**config.mk**
```make
export PLATFORM = sky130hd
export DESIGN_NAME = dispatch_scheduler_flat
export DESIGN_NICKNAME = d
export VERILOG_FILES = /design/src/rtl/dispatch_scheduler_if.sv /design/src/rtl/dispatch_scheduler.sv /design/src/flat_wrapper.sv
export SDC_FILE = /design/constraint.sdc
export NUM_CORES = 1
export LEC_CHECK = 0
export BUFFER_PORTS_ARGS = -buffer_cell sky130_fd_sc_hd__buf_4
export CAP_MARGIN = 0
export CORE_MARGIN = 5
export CORE_UTILIZATION = 48
export CTS_CLUSTER_DIAMETER = 200
export DETAILED_ROUTE_END_ITERATION = 8
export GPL_TIMING_DRIVEN = 0
export HOLD_SLACK_MARGIN = 0.12
export PLACE_DENSITY = 0.84
export SYNTH_ARGS = -nofsm -noshare
export SYNTH_HDL_FRONTEND = slang
export SYNTH_SLANG_ARGS = --single-unit
```
**constraint.sdc**
```tcl
create_clock -name clk -period 4.32 [get_ports clk]
set_input_delay 1.296 -clock clk [delete_from_list [all_inputs] [get_ports clk]]
set_output_delay 1.296 -clock clk [all_outputs]
set_load 0.01 [all_outputs]
```
**src/rtl/dispatch_scheduler_if.sv**
```systemverilog
// Fetch-to-dispatch bundle: fetch handshake, flush, resource readies and dispatch outputs.
// Latency: none; this is wiring only.
// Backpressure: fetch is held off through in_ready; dispatch waits on rs_ready, rob_ready and fl_valid.
interface dispatch_scheduler_if #(
  parameter int XLEN    = 32,
  parameter int STALL_W = 16
);
  logic               in_valid;
  logic [XLEN-1:0]    in_instr;
  logic [XLEN-1:0]    in_pc;
  logic               in_ready;
  logic               flush;
  logic [2:0]         rs_ready;
  logic               rob_ready;
  logic               fl_valid;
  logic [2:0]         disp_valid;
  logic [XLEN-1:0]    disp_instr;
  logic [XLEN-1:0]    disp_pc;
  logic               rob_alloc;
  logic               fl_pop;
  logic               illegal;
  logic [31:0]        disp_cnt;
  logic [STALL_W-1:0] stall_cnt;

  // Fetch/backend side: drives instructions and resource readies.
  modport master (
    output in_valid, in_instr, in_pc, flush, rs_ready, rob_ready, fl_valid,
    input  in_ready, disp_valid, disp_instr, disp_pc, rob_alloc, fl_pop,
           illegal, disp_cnt, stall_cnt
  );

  // Scheduler side.
  modport slave (
    input  in_valid, in_instr, in_pc, flush, rs_ready, rob_ready, fl_valid,
    output in_ready, disp_valid, disp_instr, disp_pc, rob_alloc, fl_pop,
           illegal, disp_cnt, stall_cnt
  );
endinterface

```
**src/rtl/dispatch_scheduler.sv**
```systemverilog
// Single-entry decode-to-dispatch register steering instructions to ALU/branch/LSU stations.
// Latency: capture at edge N, earliest dispatch request in cycle N+1; capture and fire may overlap.
// Backpressure: in_ready drops while an instruction is held and cannot fire, or while flushing.
module dispatch_scheduler #(
  parameter int XLEN    = 32,
  parameter int STALL_W = 16
) (
  input logic                 clk,
  input logic                 rst_n,
  dispatch_scheduler_if.slave bus
);

  typedef enum logic [1:0] {IDLE, HOLD, EXC} state_t;

  state_t             state;
  logic [XLEN-1:0]    instr_q;
  logic [XLEN-1:0]    pc_q;
  logic               illegal_q;
  logic [31:0]        disp_cnt_q;
  logic [STALL_W-1:0] stall_q;

  logic [2:0]         unit;
  logic               need_preg;
  logic               go;
  logic [2:0]         disp_valid;
  logic               fire;
  logic               in_ready;
  logic               capture;

  // One-hot functional unit in rs_ready bit order; zero means unsupported opcode.
  function automatic logic [2:0] fu_class(input logic [6:0] opc);
    case (opc)
      7'b0010011, 7'b0110111, 7'b0110011: fu_class = 3'b001;
      7'b1100011, 7'b1100111:             fu_class = 3'b010;
      7'b0000011, 7'b0100011:             fu_class = 3'b100;
      default:                            fu_class = 3'b000;
    endcase
  endfunction

  // Opcodes that write rd consume a physical register unless rd is x0.
  function automatic logic writes_rd(input logic [6:0] opc);
    case (opc)
      7'b0010011, 7'b0110111, 7'b0110011, 7'b0000011, 7'b1100111: writes_rd = 1'b1;
      default:                                                    writes_rd = 1'b0;
    endcase
  endfunction

  // Dispatch handshake, combinational from state and the ready inputs; flush suppresses everything.
  always_comb begin
    unit       = fu_class(instr_q[6:0]);
    need_preg  = writes_rd(instr_q[6:0]) && (instr_q[11:7] != 5'd0);
    go         = bus.rob_ready && (!need_preg || bus.fl_valid);
    disp_valid = 3'b000;
    if (state == HOLD && go && !bus.flush) begin
      disp_valid = unit;
    end
    fire     = |(disp_valid & bus.rs_ready);
    in_ready = !bus.flush && (state == IDLE || (state == HOLD && fire));
    capture  = bus.in_valid && in_ready;
  end

  // Entry register, FSM and counters; flush beats capture, capture beats the fire-to-IDLE drain.
  always_ff @(posedge clk) begin
    if (!rst_n) begin
      state      <= IDLE;
      instr_q    <= '0;
      pc_q       <= '0;
      illegal_q  <= 1'b0;
      disp_cnt_q <= '0;
      stall_q    <= '0;
    end else begin
      if (capture) begin
        instr_q <= bus.in_instr;
        pc_q    <= bus.in_pc;
      end
      if (bus.flush) begin
        state     <= IDLE;
        illegal_q <= 1'b0;
      end else if (capture) begin
        if (fu_class(bus.in_instr[6:0]) != 3'b000) begin
          state     <= HOLD;
          illegal_q <= 1'b0;
        end else begin
          state     <= EXC;
          illegal_q <= 1'b1;
        end
      end else if (fire) begin
        state     <= IDLE;
        illegal_q <= 1'b0;
      end
      if (fire) begin
        disp_cnt_q <= disp_cnt_q + 32'd1;
      end
      if (state == HOLD && !fire && !bus.flush && stall_q != {STALL_W{1'b1}}) begin
        stall_q <= stall_q + STALL_W'(1);
      end
    end
  end

  assign bus.in_ready   = in_ready;
  assign bus.disp_valid = disp_valid;
  assign bus.disp_instr = instr_q;
  assign bus.disp_pc    = pc_q;
  assign bus.rob_alloc  = fire;
  assign bus.fl_pop     = fire && need_preg;
  assign bus.illegal    = illegal_q;
  assign bus.disp_cnt   = disp_cnt_q;
  assign bus.stall_cnt  = stall_q;

endmodule

```
**src/flat_wrapper.sv**
```systemverilog
// flat-port wrapper written by rule: the top's interface ports become plain ports
module dispatch_scheduler_flat 
#(
  parameter int XLEN    = 32,
  parameter int STALL_W = 16
)
  (clk, rst_n, bus_in_valid, bus_in_instr, bus_in_pc, bus_flush, bus_rs_ready, bus_rob_ready, bus_fl_valid, bus_in_ready, bus_disp_valid, bus_disp_instr, bus_disp_pc, bus_rob_alloc, bus_fl_pop, bus_illegal, bus_disp_cnt, bus_stall_cnt);
  dispatch_scheduler_if #(.XLEN(XLEN), .STALL_W(STALL_W)) bus_i ();
  input logic clk;
  input logic rst_n;
  input wire logic [$bits(bus_i.in_valid)-1:0] bus_in_valid;
  input wire logic [$bits(bus_i.in_instr)-1:0] bus_in_instr;
  input wire logic [$bits(bus_i.in_pc)-1:0] bus_in_pc;
  input wire logic [$bits(bus_i.flush)-1:0] bus_flush;
  input wire logic [$bits(bus_i.rs_ready)-1:0] bus_rs_ready;
  input wire logic [$bits(bus_i.rob_ready)-1:0] bus_rob_ready;
  input wire logic [$bits(bus_i.fl_valid)-1:0] bus_fl_valid;
  output wire logic [$bits(bus_i.in_ready)-1:0] bus_in_ready;
  output wire logic [$bits(bus_i.disp_valid)-1:0] bus_disp_valid;
  output wire logic [$bits(bus_i.disp_instr)-1:0] bus_disp_instr;
  output wire logic [$bits(bus_i.disp_pc)-1:0] bus_disp_pc;
  output wire logic [$bits(bus_i.rob_alloc)-1:0] bus_rob_alloc;
  output wire logic [$bits(bus_i.fl_pop)-1:0] bus_fl_pop;
  output wire logic [$bits(bus_i.illegal)-1:0] bus_illegal;
  output wire logic [$bits(bus_i.disp_cnt)-1:0] bus_disp_cnt;
  output wire logic [$bits(bus_i.stall_cnt)-1:0] bus_stall_cnt;
  assign bus_i.in_valid = bus_in_valid;
  assign bus_i.in_instr = bus_in_instr;
  assign bus_i.in_pc = bus_in_pc;
  assign bus_i.flush = bus_flush;
  assign bus_i.rs_ready = bus_rs_ready;
  assign bus_i.rob_ready = bus_rob_ready;
  assign bus_i.fl_valid = bus_fl_valid;
  assign bus_in_ready = bus_i.in_ready;
  assign bus_disp_valid = bus_i.disp_valid;
  assign bus_disp_instr = bus_i.disp_instr;
  assign bus_disp_pc = bus_i.disp_pc;
  assign bus_rob_alloc = bus_i.rob_alloc;
  assign bus_fl_pop = bus_i.fl_pop;
  assign bus_illegal = bus_i.illegal;
  assign bus_disp_cnt = bus_i.disp_cnt;
  assign bus_stall_cnt = bus_i.stall_cnt;
  dispatch_scheduler #(.XLEN(XLEN), .STALL_W(STALL_W)) u_core (.clk(clk), .rst_n(rst_n), .bus(bus_i));
endmodule
```
==> results_dict.tcl <==
set metrics [dict create \
    status "complete, no violations" \
    fin_nets 885 \
    gp_congestion 0.879 \
    rr_worst_depth 9 \
    crit_fanout 10 \
    ant_nets 0 \
    relSlewSlack 0.350 \
    cp.required_ns 3.02 \
    dpl.hpwl_um 11700 \
    rsz0062_at_grt "no" \
    dp_cells 925 \
    worst-slew-pin-transition_ns 0.969 \
    setup_violations 0 \
    hold_class "reg2reg" \
    power_mw 2.72 \
    synth-main-ff-cell "dfxtp_1" \
    skew_ns 0.0106 \
    fin_cells 956 \
    synthesis.nets 676 \
    whs_path_depth 2 \
    nFillCells 746 \
    detail_route.iter0.violations 387 \
    end_kind "output port" \
    synth-edff-count 0 \
    cts_tree "yes" \
    grt_use_total 0.254 \
    clock.fmax_mhz 240 \
    netlist-cell-type-count 42 \
    arrival_ns 2.88 \
    grt_pass1_wl_um 24200 \
    seq_area_frac_synth 0.473 \
    io_pins 192 \
    seq_area_um2 2280 \
    ctsLongestPathBuffers 2 \
    netlist_area_um2 4820 \
    fin_crit_ns 4.17 \
    dieArea_um2 12200 \
    power_density_nw_per_um2 388 \
    die-height_um 110 \
    wirelength_um 15600 \
    r2r-start "u_core.bus.stall_cnt[0]" \
    r2r-end "u_core.bus.stall_cnt[15]" \
    grt_overflow 0 \
    fin_crit_sh 0.966 \
    drc 0 \
    synth-warning-count 0 \
    start_kind "primary input" \
    grt_max_degree 17 \
    clock_latency_ns 0.51 \
    reg2reg_slack_ns 1.70 \
    port_buffers 191 \
    rows 36 \
    max_cap_viol_count 0 \
    diodes 0 \
    clock_sinks 114 \
    area_growth_pct 45.5 \
    wl_per_cell_um 16.3 \
    multi_input_area_um2 2350 \
    grt_pass1_vias 4926 \
    yosysTopAreaCellShare 0.473 \
    irDropWorstVdd_uv 243 \
    antenna_found_initial 0 \
    synth_top_area_cell "dfxtp_1" \
    hold_path_end "u_core.bus.disp_instr[21]" \
    core_um2 9770 \
    p_leak_nw 2.86 \
    clkTransAtPathRegs_ns 0.06 \
    hold_viol 0 \
    worst-setup-path-type "in2out" \
    setup_slack_ns 0.148 \
    chipWidth_um 110 \
    drive_gt1_frac 0.278 \
    post-place-ws_ns -0.169 \
    ys_seq_elements 114 \
    fin_setup_tns_ns 0 \
    dr_total_vias 5265 \
    async_flop_share 0 \
    cts_max_level 4 \
    min-delay-start "u_core.bus.disp_instr[21]" \
    synth_area_leaders "dfxtp_1 (47%), o21ai_0 (8.3%), nand3_1 (8.1%), nand2_1 (7.4%), a21oi_1 (3.4%)" \
    avgSynthCellArea_um2 8.02 \
    via_per_inst 5.51 \
    netlist_instances 601 \
    drt_pass1_iterations 5 \
    cts_buffers 17 \
    initial_core_util 0.493 \
    cts_root_buf "clkbuf_8" \
    slew_viol_final 0 \
]
-- what timing repair did --
item / in CTS / in global routing
resized for setup: 0 / 4
setup endpoints to repair: 1 / 2
setup buffers: 0 / 0
gates cloned: 0 / 0
hold buffers: 0 / 0
-- flip-flops by register name, indices dropped and copies added, names as in the netlist --
name / cells
u_core.bus.stall_cnt: 16
u_core.bus.disp_instr: 32
u_core.bus.disp_cnt: 32
u_core.bus.illegal: 1
u_core.bus.disp_pc: 32
u_core.state: 1
-- cell usage in the layout (no fill, tap or decap), types with 2 or more instances in the layout --
master	count
nor2b_1	2
or2_2	2
o21ai_0	80
nor4_1	3
nor3_1	4
clkinvlp_4	4
or4_1	13
a21oi_1	33
inv_1	11
clkbuf_2	2
and4_1	4
buf_4	191
o31ai_1	12
nand4_1	16
mux2i_1	5
xor2_1	7
buf_1	7
nand3_1	78
nand2_1	95
nand2b_1	6
a21o_1	2
dfxtp_1	114
clkbuf_16	16
bufinv_16	3
nor2_1	18
a31o_2	2
buf_2	2
clkbuf_8	3
clkbuf_1	33
xnor2_1	4
clkinv_2	2
ha_1	2
and2_1	5
and3_1	6
or3_1	19
o21a_1	2
a211oi_1	4
-- metrics by stage --
stage               utilization  hold WS [ns]  instance area (um2)
floorplan                     -         0.480                 4820
global placement          0.657         0.443                 6420
detailed placement        0.657         0.451                 6420
CTS                       0.717         0.459                 7010
global route              0.718         0.479                 7010
finish                    0.718         0.459                 7010
-- routing by layer --
layer  up-vias  wire [um]  GRT usage
li1       2568          -          -
met1      2427       6090      0.298
met2       239       7450      0.417
met3        31       1720     0.0973
met4         0        371      0.103
met5         -          0          0
-- worst max-delay path: stages --
cell and delay (ns):
buf_4 0.13, nor2_1 0.29, and4_1 0.26, o21a_1 0.30, buf_2 0.28, and3_1 0.20, buf_4 0.12
-- logic make-up (layout without fill, tap and decap cells) --
family,Yosys count,in the layout,share of synthesized area
simple gates,277,277,0.289
compound gates,140,140,0.161
flops,114,114,0.473
buf+inv,52,274,0.0413
xor+xnor,11,11,0.0200
mux,5,5,0.0104
fa+ha+maj,2,2,0.00519
-- final cells by class --
type | count | area share
plain buffers | 40 | 0.0221
clock buffers | 23 | 0.0651
clock inverters | 9 | 0.0186
multi-input cells | 435 | 0.335
inverters | 11 | 0.00589
repair buffers | 191 | 0.204
well taps | 133 | 0.0237
flip-flops and latches | 114 | 0.325
-- Yosys cell counts (all sizes together) (7+ instances only) --
library cell / n
a21oi: 33
buf: 9
clkbuf: 32
dfxtp: 114
inv: 11
nand2: 95
nand3: 78
nand4: 17
nor2: 18
o21ai: 80
o31ai: 12
or3: 19
or4: 13
xor2: 7
-- how the worst max path moves through the flow --
stage | slack, ns | to | depth (start not counted) | from
6_report | 0.15 | bus_disp_valid[0] | 7 | bus_flush
5_1_grt | 0.05 | bus_fl_pop | 7 | bus_rs_ready[1]
3_3_place_gp | -0.16 | bus_in_ready | 8 | bus_flush
2_1_floorplan | 0.36 | bus_fl_pop | 5 | bus_rs_ready[1]
3_5_place_dp | -0.17 | bus_in_ready | 8 | bus_flush
4_1_cts | 0.06 | bus_fl_pop | 7 | bus_rs_ready[1]
-- report_power, final --
| group | internal, mW | switching [mW] | total, mW | leakage (nW) |
|---|---|---|---|---|
| logic | 0.106 | 0.122 | 0.228 | 1.66 |
| clock network | 0.907 | 0.486 | 1.39 | 0.274 |
| registers | 1.08 | 0.0205 | 1.10 | 0.926 |
No activity file was read; power rests on OpenSTA's default activity.
